## src/rtl/pipe_ctrl_pkg.sv

```systemverilog
// Shared types and defaults for the pipeline sequencer: controller state,
// the per-stage enable/flush bundle, and the named control patterns that the
// sequencer chooses between each cycle.
package pipe_ctrl_pkg;

  localparam int unsigned REG_W           = 5;
  localparam int unsigned DRAIN_DEPTH_DEF = 3;
  localparam int unsigned MEM_TIMEOUT_DEF = 255;
  localparam int unsigned CNT_W_DEF       = 32;
  localparam int unsigned WAIT_W          = 16;

  typedef enum logic [1:0] {
    RUN        = 2'd0,
    HALT_DRAIN = 2'd1,
    HALTED     = 2'd2
  } pipe_state_e;

  typedef struct packed {
    logic pc_en;
    logic if_id_en;
    logic if_id_flush;
    logic id_ex_en;
    logic id_ex_flush;
    logic ex_mem_en;
    logic ex_mem_flush;
    logic mem_wb_en;
  } stage_ctrl_t;

  // Everything held, nothing flushed: reset, freeze and halted.
  localparam stage_ctrl_t CTRL_HOLD = '0;

  // Normal advance of every stage.
  localparam stage_ctrl_t CTRL_RUN = '{
    pc_en: 1'b1, if_id_en: 1'b1, if_id_flush: 1'b0, id_ex_en: 1'b1,
    id_ex_flush: 1'b0, ex_mem_en: 1'b1, ex_mem_flush: 1'b0, mem_wb_en: 1'b1};

  // PC takes the branch target; the two wrong-path instructions become bubbles.
  localparam stage_ctrl_t CTRL_REDIRECT = '{
    pc_en: 1'b1, if_id_en: 1'b1, if_id_flush: 1'b1, id_ex_en: 1'b1,
    id_ex_flush: 1'b1, ex_mem_en: 1'b1, ex_mem_flush: 1'b0, mem_wb_en: 1'b1};

  // PC stops, front end fills with bubbles, older instructions retire.
  localparam stage_ctrl_t CTRL_DRAIN = '{
    pc_en: 1'b0, if_id_en: 1'b1, if_id_flush: 1'b1, id_ex_en: 1'b1,
    id_ex_flush: 1'b1, ex_mem_en: 1'b1, ex_mem_flush: 1'b0, mem_wb_en: 1'b1};

  // Load-use: hold PC and IF/ID, insert one bubble into ID/EX.
  localparam stage_ctrl_t CTRL_LOAD_USE = '{
    pc_en: 1'b0, if_id_en: 1'b0, if_id_flush: 1'b0, id_ex_en: 1'b1,
    id_ex_flush: 1'b1, ex_mem_en: 1'b1, ex_mem_flush: 1'b0, mem_wb_en: 1'b1};

endpackage

```

## src/rtl/pipeline_ctrl_load_use_detect.sv

```systemverilog
// Load-use hazard detector: the instruction in ID reads a register that the
// load currently in EX will write. x0 is never a hazard.
module load_use_detect
  import pipe_ctrl_pkg::*;
(
  input  logic [REG_W-1:0] id_rs1,
  input  logic [REG_W-1:0] id_rs2,
  input  logic             id_use_rs1,
  input  logic             id_use_rs2,
  input  logic             ex_memread,
  input  logic [REG_W-1:0] ex_rd,
  output logic             lu
);

  // Pure combinational compare of ID sources against the EX load destination.
  assign lu = ex_memread && (ex_rd != '0) &&
              ((id_use_rs1 && (id_rs1 == ex_rd)) ||
               (id_use_rs2 && (id_rs2 == ex_rd)));

endmodule

```

## src/rtl/pipeline_ctrl.sv

```systemverilog
// Pipeline sequencer: per-stage enable/flush for PC, IF/ID, ID/EX, EX/MEM and
// MEM/WB covering load-use stall, EX redirect, data-memory wait freeze, halt
// drain and a data-memory timeout that stops the machine with a sticky error.
// Optional build macro PIPE_PERF_CNT_EN adds saturating stall/flush/wait
// performance counters; without it those ports are tied to zero.
module pipeline_ctrl
  import pipe_ctrl_pkg::*;
#(
  parameter int unsigned MEM_TIMEOUT = MEM_TIMEOUT_DEF,
  parameter int unsigned DRAIN_DEPTH = DRAIN_DEPTH_DEF,
  parameter int unsigned CNT_W       = CNT_W_DEF
) (
  input  logic             clk,
  input  logic             reset,
  input  logic [REG_W-1:0] id_rs1,
  input  logic [REG_W-1:0] id_rs2,
  input  logic             id_use_rs1,
  input  logic             id_use_rs2,
  input  logic             id_halt,
  input  logic             ex_memread,
  input  logic [REG_W-1:0] ex_rd,
  input  logic             ex_redirect,
  input  logic             mem_req,
  input  logic             dmem_ready,
  output logic             pc_en,
  output logic             if_id_en,
  output logic             if_id_flush,
  output logic             id_ex_en,
  output logic             id_ex_flush,
  output logic             ex_mem_en,
  output logic             ex_mem_flush,
  output logic             mem_wb_en,
  output logic             halted,
  output logic             mem_err,
  output logic [CNT_W-1:0] stall_cnt,
  output logic [CNT_W-1:0] flush_cnt,
  output logic [CNT_W-1:0] wait_cnt
);

  localparam int unsigned DRAIN_W = $clog2(DRAIN_DEPTH + 1);

  pipe_state_e        state, state_nxt;
  logic [DRAIN_W-1:0] drain_cnt, drain_nxt;
  logic [WAIT_W-1:0]  wait_ctr;
  logic               lu;
  logic               freeze;
  logic               timeout;
  logic               do_redirect;
  logic               do_lu;
  stage_ctrl_t        ctrl;
  stage_ctrl_t        ctrl_out;

  load_use_detect u_load_use_detect (
    .id_rs1     (id_rs1),
    .id_rs2     (id_rs2),
    .id_use_rs1 (id_use_rs1),
    .id_use_rs2 (id_use_rs2),
    .ex_memread (ex_memread),
    .ex_rd      (ex_rd),
    .lu         (lu)
  );

  assign freeze  = mem_req && !dmem_ready && (state != HALTED);
  assign timeout = freeze && (wait_ctr == WAIT_W'(MEM_TIMEOUT - 1));

  // Next-state and stage-control selection in priority order.
  always_comb begin
    // NOTE: every output of this block gets a default first so no path can
    // leave one unassigned and infer a latch.
    ctrl        = CTRL_HOLD;
    state_nxt   = state;
    drain_nxt   = drain_cnt;
    do_redirect = 1'b0;
    do_lu       = 1'b0;
    unique case (state)
      RUN: begin
        if (freeze) begin
          ctrl = CTRL_HOLD;
        end else if (ex_redirect) begin
          ctrl        = CTRL_REDIRECT;
          do_redirect = 1'b1;
        end else if (id_halt) begin
          ctrl      = CTRL_DRAIN;
          state_nxt = HALT_DRAIN;
          drain_nxt = DRAIN_W'(DRAIN_DEPTH);
        end else if (lu) begin
          ctrl  = CTRL_LOAD_USE;
          do_lu = 1'b1;
        end else begin
          ctrl = CTRL_RUN;
        end
      end
      HALT_DRAIN: begin
        if (!freeze) begin
          ctrl      = CTRL_DRAIN;
          drain_nxt = drain_cnt - DRAIN_W'(1);
          if (drain_cnt == DRAIN_W'(1)) state_nxt = HALTED;
        end
      end
      HALTED:  state_nxt = HALTED;
      default: state_nxt = RUN;
    endcase
    // A stuck memory access abandons whatever was in flight.
    if (timeout) state_nxt = HALTED;
  end

  // Reset forces every stage to hold regardless of the state decode.
  always_comb begin
    ctrl_out = reset ? ctrl : CTRL_HOLD;
  end

  assign pc_en        = ctrl_out.pc_en;
  assign if_id_en     = ctrl_out.if_id_en;
  assign if_id_flush  = ctrl_out.if_id_flush;
  assign id_ex_en     = ctrl_out.id_ex_en;
  assign id_ex_flush  = ctrl_out.id_ex_flush;
  assign ex_mem_en    = ctrl_out.ex_mem_en;
  assign ex_mem_flush = ctrl_out.ex_mem_flush;
  assign mem_wb_en    = ctrl_out.mem_wb_en;
  assign halted       = (state == HALTED);

  // State, drain countdown, consecutive-wait counter and sticky error.
  always_ff @(posedge clk or negedge reset) begin
    if (!reset) begin
      state     <= RUN;
      drain_cnt <= '0;
      wait_ctr  <= '0;
      mem_err   <= 1'b0;
    end else begin
      // NOTE: sequential state uses non-blocking assignments so every
      // register samples pre-edge values and simulation matches hardware.
      state     <= state_nxt;
      drain_cnt <= drain_nxt;
      wait_ctr  <= freeze ? wait_ctr + WAIT_W'(1) : '0;
      if (timeout) mem_err <= 1'b1;
    end
  end

`ifdef PIPE_PERF_CNT_EN
  logic [CNT_W-1:0] stall_q, flush_q, wait_q;

  // Saturating event counters; none of their events can occur while halted.
  always_ff @(posedge clk or negedge reset) begin
    if (!reset) begin
      stall_q <= '0;
      flush_q <= '0;
      wait_q  <= '0;
    end else begin
      if (do_lu && (stall_q != '1))       stall_q <= stall_q + CNT_W'(1);
      if (do_redirect && (flush_q != '1)) flush_q <= flush_q + CNT_W'(1);
      if (freeze && (wait_q != '1))       wait_q  <= wait_q + CNT_W'(1);
    end
  end

  assign stall_cnt = stall_q;
  assign flush_cnt = flush_q;
  assign wait_cnt  = wait_q;
`else
  logic unused_perf;
  assign unused_perf = do_lu ^ do_redirect;
  assign stall_cnt   = '0;
  assign flush_cnt   = '0;
  assign wait_cnt    = '0;
`endif

endmodule

```

## config.mk

```make
export PLATFORM = sky130hd
export DESIGN_NAME = pipeline_ctrl
export DESIGN_NICKNAME = d
export VERILOG_FILES = /design/src/rtl/pipe_ctrl_pkg.sv /design/src/rtl/pipeline_ctrl_load_use_detect.sv /design/src/rtl/pipeline_ctrl.sv
export SDC_FILE = /design/constraint.sdc
export NUM_CORES = 1
export LEC_CHECK = 0
export ABC_AREA = 1
export BUFFER_PORTS_ARGS = -buffer_cell sky130_fd_sc_hd__buf_4
export CORE_MARGIN = 2
export CORE_UTILIZATION = 35
export DETAILED_ROUTE_END_ITERATION = 7
export PLACE_DENSITY = 0.66
export SYNTH_ARGS = -nofsm -noshare
export SYNTH_HDL_FRONTEND = slang
export SYNTH_SLANG_ARGS = --single-unit
```

## constraint.sdc

```tcl
create_clock -name clk -period 1.9 [get_ports clk]
set_clock_uncertainty 0.1 [all_clocks]
set_input_delay 0.38 -clock clk [delete_from_list [all_inputs] [get_ports clk]]
set_output_delay 0.38 -clock clk [all_outputs]
set_load 0.02 [all_outputs]
```

After elaboration in Yosys (flattened, before gate mapping)

Cells that the tools add are included.

Reductions and logical operators: 14
Add/subtract/negate cells: 2
Muxes and demuxes: 20
Equal/unequal tests: 16

Operator list:

| operator              | number |
|---|---|
| $mux 8                | 5 |
| $mux 2                | 10 |
| $add 16x1->16 const B | 1 |
| $eq 16x8->1 const B   | 1 |
| $mux 16               | 1 |
| $pmux 8 s2            | 1 |
| $ne 3x3->1 const B    | 5 |
| $eq 5x5->1            | 2 |
| $ne 2x2->1 const B    | 5 |
| $reduce_and 5->1      | 2 |
| $logic_and 1x1->1     | 7 |
| $mux 7                | 1 |
| $pmux 2 s3            | 1 |
| $reduce_bool 5->1     | 1 |
| $eq 2x1->1 const B    | 2 |
| $pmux 2 s2            | 1 |
| $eq 2x2->1 const B    | 1 |
| $logic_not 2->1       | 1 |
| $reduce_bool 2->1     | 1 |
| $sub 2x1->2 const B   | 1 |
| $logic_not 1->1       | 1 |
| $logic_or 1x1->1      | 1 |

Word-level logic and storage cells: 56
Output and inout port bits: 106
Bits in registers: 21
Input bits: 24

Depth between registers and ports, before layout

Gate-level depths: netlist of run 1.

Word-level depth: 10
Mapped depth: 9
Gate-level depth less buffers: 9

Modules after synthesis

From an unflattened synthesis of run 1, not the netlist that was laid out.

Cells, all modules: 331
Area, all modules: 2239.6 um2

Modules (own cells, without submodules):

| module          | times used | sequential area each (um2) | area an instance (um2) | cells each |
|---|---|---|---|---|
| pipeline_ctrl   | 1          | 525.5                      | 2023.2                 | 277 |
| load_use_detect | 1          | 0.0                        | 216.5                  | 54 |

Least setup slack after synthesis of run 1

OpenSTA, ideal clock, no wires.

Kind: register to output
Start: reg state[0]
End: out id_ex_en
Path buffers: 2
Data required time: 1.420 ns
Stages on the path, launching flop included: 9
Arrival: 1.740 ns
Setup slack: -0.320 ns
Path through: dfrtp_1 inv_1 ha_1 nor2_1 nand2_1 buf_4 o21ai_0 nor2_1 buf_4

Cells in the longest elaborated chain, start to end: 5
Elaborated cells between the ends (all ways): 8
Those cells by class: 2 x eq/ne; 4 x mux; 2 x reduce/logical

Ends and longest elaborated chain:

| element                                 | RTL line                                 | RTL |
|---|---|---|
| start, declared                         | pipeline_ctrl.sv:42                      | `pipe_state_e state, state_nxt;` |
| start signal, assigned                  | pipeline_ctrl.sv:132                     | `state <= state_nxt;` |
| $ne 2x2->1                              | pipeline_ctrl.sv:63                      | `assign freeze = mem_req && !dmem_ready && (state != HALTED);` |
| $logic_and 1x1->1                       | pipeline_ctrl.sv:63                      |  |
| $mux 7 / $mux 8 (equally long branches) | pipeline_ctrl.sv:94, pipeline_ctrl.sv:77 |  |
| $pmux 8 s2 (*)                          | pipeline_ctrl.sv:75                      | `unique case (state)` |
| $mux 8 (*)                              | pipeline_ctrl.sv:109                     | `ctrl_out = reset ? ctrl : CTRL_HOLD;` |
| end, declared                           | pipeline_ctrl.sv:28                      | `output logic id_ex_en,` |

Every way passes the cells marked *; elsewhere a longest branch is shown, timed or not.

Worst setup path in the final report of run 1

Start: reg state[1]
End: out id_ex_flush

Cells in the longest elaborated chain, start to end: 5
Elaborated cells between the ends (all ways): 8
Those cells by class: 2 x eq/ne; 4 x mux; 2 x reduce/logical

Ends and longest elaborated chain:

| element                                 | RTL line                                 | RTL |
|---|---|---|
| $ne 2x2->1                              | pipeline_ctrl.sv:63                      |  |
| $logic_and 1x1->1                       | pipeline_ctrl.sv:63                      |  |
| $mux 7 / $mux 8 (equally long branches) | pipeline_ctrl.sv:94, pipeline_ctrl.sv:77 |  |
| $pmux 8 s2 (*)                          | pipeline_ctrl.sv:75                      |  |
| $mux 8 (*)                              | pipeline_ctrl.sv:109                     |  |
| end, declared                           | pipeline_ctrl.sv:29                      | `output logic id_ex_flush,` |

Marks and branches as above.

==> results of run 1 <==
==> how the worst max path moves through the flow <==
stage,end,cells past startpoint,startpoint
after CTS,pc_en,10,state[0]
after global routing,id_ex_flush,9,state[1]
final,id_ex_flush,9,state[1]
after floorplan,id_ex_en,8,state[0]
after global placement,id_ex_flush,9,state[1]
after detailed placement,id_ex_flush,10,state[0]
==> worst min-delay path, delay by kind of cell, from the launching register on <==
family	cells	cell delay, ps
buffers and inverters	1	40
DFF	1	350
and+or+nand+nor	1	50
==> metrics by stage <==
step	util	total power [W]	std cells	setup WS (ps)
2_1_floorplan	-	0.00135	418	37.4
3_3_place_gp	0.357	0.00140	432	106
3_5_place_dp	0.357	0.00141	432	59.0
4_1_cts	0.379	0.00184	441	-145
5_1_grt	0.386	0.00202	445	-242
6_report	0.386	0.00188	445	-141
==> flip-flops by register name, summed over array words and instances, names as in the netlist <==
signal	count
mem_err	1
state	2
drain_cnt	2
wait_ctr	16
==> per-layer routing <==
metal	track usage	part of all wire	up-vias
met5	0	0	-
met4	0.0513	0.027	0
met3	0.00692	0.066	7
met2	0.195	0.50	78
met1	0.122	0.40	781
li1	-	-	887
==> area by class of cell <==
| type | instances | area [um2] | share of cell area |
|---|---|---|---|
| inverter | 42 | 165 | 0.0685 |
| clock buffer | 3 | 41.3 | 0.0171 |
| clock inverter | 1 | 7.51 | 0.00312 |
| timing repair buffer | 46 | 367 | 0.152 |
| tap | 77 | 96.3 | 0.0400 |
| multi-input combinational | 255 | 1210 | 0.501 |
| sequential | 21 | 526 | 0.218 |
==> synthesized netlist by cell type <==
master    number  area [um2]
a211oi_1       1        7.51
nand4_1        4        25.0
a21oi_1        8        40.0
o21bai_1       1        7.51
nor3b_1        1        7.51
inv_2          1        3.75
nand2_2        2        12.5
inv_1         41         154
conb_1         1        3.75
xor2_1         1        8.76
nor3_1         3        15.0
nand3_1       11        55.1
o21ai_1        1        5.00
dfrtp_1       21         526
o21a_1         3        22.5
buf_4        100         751
o21ai_0       13        65.1
nand2_1       60         225
nand3_2        1        10.0
nand3_4        1        17.5
nor2_2         1        6.26
nor2_1        35         131
nor2_4         3        33.8
a41oi_1        1        8.76
o211ai_1       1        7.51
ha_1           6        75.1
==> placed cells by master (no fill, tap or decap), types with 2 or more instances in the layout <==
cell type   n
buf_6       5
o21ai_1     2
nor3_1      3
nand3_1    11
buf_4      40
nand2_2     4
o21ai_0    11
dfrtp_1    21
conb_1     97
inv_1      40
nand4_1     4
a21oi_1     8
ha_1        3
nand2_1    57
o21a_1      3
nor2_1     32
clkbuf_8    3
nor2_4      6
ha_2        2
==> cell families after synthesis <==
family / after synthesis / synth area share
other: 1 / 0.00169
AO/OA/AOI/OAI: 29 / 0.0737
flip-flops: 21 / 0.236
adder cells (fa/ha/maj): 6 / 0.0337
AND/OR/NAND/NOR: 122 / 0.242
buffers and inverters: 142 / 0.408
XOR/XNOR: 1 / 0.00394
==> timing repair <==
action                                  CTS  global route
gates cloned                              0             0
buffers inserted                          4             4
gates resized for setup                  15             5
pin swaps                                 7             6
hold buffers                              1             0
hold endpoints to repair                 21             0
endpoints found under the setup margin    7            10
==> power by group through the flow <==
stage	clock, W	combinational (W)	sequential [W]
4_1_cts	0.000310	0.00100	0.000531
3_5_place_dp	0	0.000868	0.000542
2_1_floorplan	0	0.000815	0.000534
3_3_place_gp	0	0.000856	0.000539
5_1_grt	0.000334	0.00115	0.000538
6_report	0.000301	0.00104	0.000531
==> summary.txt, run 1 <==
Floorplan
  – Die area: 7010 um2
  – Core Box Area: 6240 um2
  – Die Wd: 83.7 um
  – Row cnt: 29
  – Die H: 83.7 um
  – Initial Util: 0.356
  – Ports: 130

Drt
  – DR vias/cell: 3.94
  – Final ANT Viol Nets: 0
  – Pre-Repair DR Iteration Count: 4
  – # DRC: 0
  – Routed WL per cell: 8.62 um
  – WL final: 3840 um
  – DRT iter0 DRCs: 107
  – Routed via count: 1753

Finish
  – Layout cells sized above 1: 0.188
  – Layout Nets: 399
  – Fin area: 2410 um2
  – Area growth, synth to finish: 8.32%
  – # diodes: 0
  – Fillers: 634

CTS
  – TritonCTS clock tree: done
  – Total CTS buffers: 3
  – Reg clk slew, reported paths: 80 ps
  – Max clock buf depth: 2
  – Sink Count: 21
  – H-tree Lvls: 1
  – Clk_lat worst skew: 260 ps
  – Root Buffer: clkbuf_8

Global routing
  – Grt total ovfl: 0
  – First-pass GRT wire length: 6380 um
  – Largest net degree at the start of global routing: 14
  – Vias in the first global route: 1527
  – Total track usage: 0.105
  – Initial antenna violation count: 0

Synthesis
  – Yosys reg bits: 21
  – Register area share after synthesis: 0.236
  – Area of the mapped netlist: 2220 um2
  – Mapped Cells: 322
  – Ys Warns: 0
  – Post-synthesis cell type count: 26
  – Mapped Avg Cell Area: 6.91 um2

Worst hold path
  – Hold WC Path Type: flip-flop to flip-flop
  – Worst Hold Depth: 2
  – Hold Startpoint: mem_err
  – Hold Path Sink: mem_err

Place
  – I/O Buffers: 32
  – Final Wtd Congestion: 0.864
  – Post-DP HPWL: 3100 um
  – Placed cell area: 2230 um2

Power
  – Reg power frac: 0.283
  – Switching Share: 0.435
  – P_leak: 1.33 nW
  – Max VDD drop: 0.553 mV
  – Reported net switching power: 0.000817 W
  – Combinational Power Share: 0.557
  – PwrDens: 779 nW/um2
  – Int Power: 0.00106 W
  – Clock share of power: 0.160

Critical path
  – CP max FO: 4
  – Slowest CP cell: dfrtp_1
  – CP peak stage delay: 420 ps
  – Worst flop-to-flop path startpoint: state[1]
  – Bufs and invs on worst path: 2
  – Top Family by Delay on Critical Path: flip-flops
  – Worst Setup End Kind: primary output
  – Reg2reg setup slack: 150 ps
  – Crit path DAT: 1560 ps
  – WS Path Type: flip-flop to primary output
  – CP cell instances: ha_4 > nor2_4 > nand2_2 > buf_6 > nand2_2 > o21ai_1 > nand2_1 > nand2_1 > buf_6
  – Critical Path RT: 1420 ps
  – RR Endpoint: state[0]
  – Reg2Reg Depth: 9
  – Setup crit start kind: flip-flop

Run
  – Reported max-cap violation count: 0

STA
  – Tcrit/Tclk final: 1.07
  – Setup TNS Final: -876 ps
  – Crit path time final: 2040 ps
  – Hold Vio Cnt, Final: 0
  – Worst hold slack: 377 ps
  – Setup ws final: -141 ps
  – Final Setup Violations: 7
  – Peak Freq: 490 MHz
  – RSZ-0062 raised after global routing: yes
  – Fin. max-slew vios: 0

Status
  – Violated checks: setup timing
  – Status: finished, violations left
Note: power is estimated with default switching activity, not from simulation.
==> run 2: changes to the inputs <==
Settings changed: TNS_END_PERCENT from default to 20.
==> summary.txt, run 2 (synthesis gave the netlist of run 1 again) <==
Global routing
  – Grt total ovfl: 0 (unchanged)
  – Initial antenna violation count: 0 (unchanged)
  – Largest net degree at the start of global routing: 14 (unchanged)
  – Total track usage: 0.105 (unchanged)
  – First-pass GRT wire length: 6380 um (unchanged)
  – Vias in the first global route: 1527 (unchanged)

Power
  – PwrDens: 781 nW/um2 (+0.23%)
  – Max VDD drop: 0.553 mV (about the same)
  – P_leak: 1.32 nW (-1.1%)

Run
  – Reported max-cap violation count: 0 (unchanged)

STA
  – Fin. max-slew vios: 0 (unchanged)
  – Crit path time final: 2040 ps (+1.62 ps)
  – Tcrit/Tclk final: 1.08 (about the same)
  – RSZ-0062 raised after global routing: yes
  – Setup ws final: -143 ps (-1.62 ps)
  – Peak Freq: 490 MHz (about the same)
  – Hold Vio Cnt, Final: 0 (unchanged)
  – Setup TNS Final: -884 ps (-7.88 ps)
  – Final Setup Violations: 7 (unchanged)
  – Worst hold slack: 377 ps (+0.00100 ps)

Floorplan
  – Row cnt: 29 (unchanged)
  – Die area: 7010 um2 (unchanged)
  – Initial Util: 0.356 (unchanged)
  – Die H: 83.7 um (unchanged)
  – Die Wd: 83.7 um (unchanged)
  – Core Box Area: 6240 um2 (unchanged)
  – Ports: 130 (unchanged)

Critical path
  – Critical Path RT: 1420 ps (about the same)
  – WS Path Type: flip-flop to primary output
  – Reg2reg setup slack: 150 ps (about the same)
  – CP peak stage delay: 420 ps (about the same)
  – Crit path DAT: 1560 ps (about the same)
  – Slowest CP cell: dfrtp_1
  – Setup crit start kind: flip-flop
  – Worst Setup End Kind: primary output
  – CP max FO: 4 (unchanged)
  – CP cell instances: ha_4 > nor2_4 > nand2_2 > buf_6 > nand2_2 > o21ai_1 > nand2_1 > nand2_1 > buf_6

Drt
  – Routed via count: 1737 (-0.91%)
  – DR vias/cell: 3.93 (-0.24%)
  – Pre-Repair DR Iteration Count: 4 (unchanged)
  – Final ANT Viol Nets: 0 (unchanged)
  – # DRC: 0 (unchanged)
  – DRT iter0 DRCs: 94 (-12%)
  – Routed WL per cell: 8.61 um (-0.14%)
  – WL final: 3800 um (-0.81%)

CTS
  – Max clock buf depth: 2 (unchanged)
  – Reg clk slew, reported paths: 80 ps (about the same)
  – Total CTS buffers: 3 (unchanged)
  – H-tree Lvls: 1 (unchanged)
  – Root Buffer: clkbuf_8
  – Sink Count: 21 (unchanged)
  – Clk_lat worst skew: 260 ps (about the same)
  – TritonCTS clock tree: done

Finish
  – Largest register FFs: 16 (unchanged)
  – Largest registers: wait_ctr x16, drain_cnt x2, state x2
  – # diodes: 0 (unchanged)
  – Layout cells sized above 1: 0.181 (-0.00668)
  – Biggest register: wait_ctr
  – Leading cell types in the layout, fill and taps excluded: conb_1, nand2_1, inv_1, buf_4, nor2_1
  – Most common cell after layout, fill and taps aside: conb_1
  – Area growth, synth to finish: 7.48%
  – Layout Nets: 396 (-0.75%)

Status
  – Status: finished, violations left
  – Violated checks: setup timing

Worst hold path
  – Hold WC Path Type: flip-flop to flip-flop

Place
  – Post-DP HPWL: 3100 um (unchanged)
  – I/O Buffers: 32 (unchanged)
  – Final Wtd Congestion: 0.864 (unchanged)
  – Worst slack, placed: 59.0 ps (unchanged)
[run 2: changes by cell type in the layout (fill, tap and decap cells not counted), sizes merged]
cell and change:
buf -3
[run 2: critical path, delay by kind of cell, from the launching register on]
family	cells	cell delay, ps
AO/OA/AOI/OAI	1	50
adder cells (fa/ha/maj)	1	180
flip-flops	1	420
buffers and inverters	2	260
AND/OR/NAND/NOR	5	390
[run 2: timing repair]
action / CTS / global route
endpoints found under the hold margin: 21 / 0
hold buffers: 1 / 0
cloned: 0 / 0
pin swaps: 7 / 6
setup buffers: 4 / 1
resized for setup: 15 / 6
setup endpoints to repair: 7 / 10
[run 2: report_power, final]
part / switching, W / internal (W) / total [W]
combinational: 0.000629 / 0.000405 / 0.00103
clock: 0.000153 / 0.000148 / 0.000301
sequential: 0.0000338 / 0.000497 / 0.000531
total: 0.000816 / 0.00105 / 0.00187
[run 2: final timing paths]
path / from / endpoint / cells after the start
min in group asynchronous: reset / wait_ctr[9] / 3
max in group asynchronous: reset / wait_ctr[6] / 3
min reg2reg: mem_err / mem_err / 2
min: mem_err / mem_err / 2
max reg2reg: state[1] / state[0] / 8
max: state[1] / id_ex_flush / 9
[run 2: final cells by class]
| class | count | area [um2] |
|---|---|---|
| Multi-Input combinational cell | 255 | 1210 |
| Inverter | 42 | 165 |
| Sequential cell | 21 | 526 |
| Timing Repair Buffer | 43 | 348 |
| Clock inverter | 1 | 7.51 |
| Fill cell | 639 | 3850 |
| Clock buffer | 3 | 41.3 |
| Tap cell | 77 | 96.3 |
[run 2: stage by stage]
stage | total power [W] | cell area [um2] | utilization | instances
floorplan | 0.00135 | 2620 | - | 418
global placement | 0.00140 | 2230 | 0.357 | 432
detailed placement | 0.00141 | 2230 | 0.357 | 432
CTS | 0.00184 | 2370 | 0.379 | 441
global route | 0.00201 | 2390 | 0.383 | 442
finish | 0.00187 | 2390 | 0.383 | 442
[run 2: per-layer routing]
metal / part of all wire / GRT usage
met5: 0 / 0
met4: 0.028 / 0.0513
met3: 0.076 / 0.00692
met2: 0.50 / 0.195
met1: 0.40 / 0.122
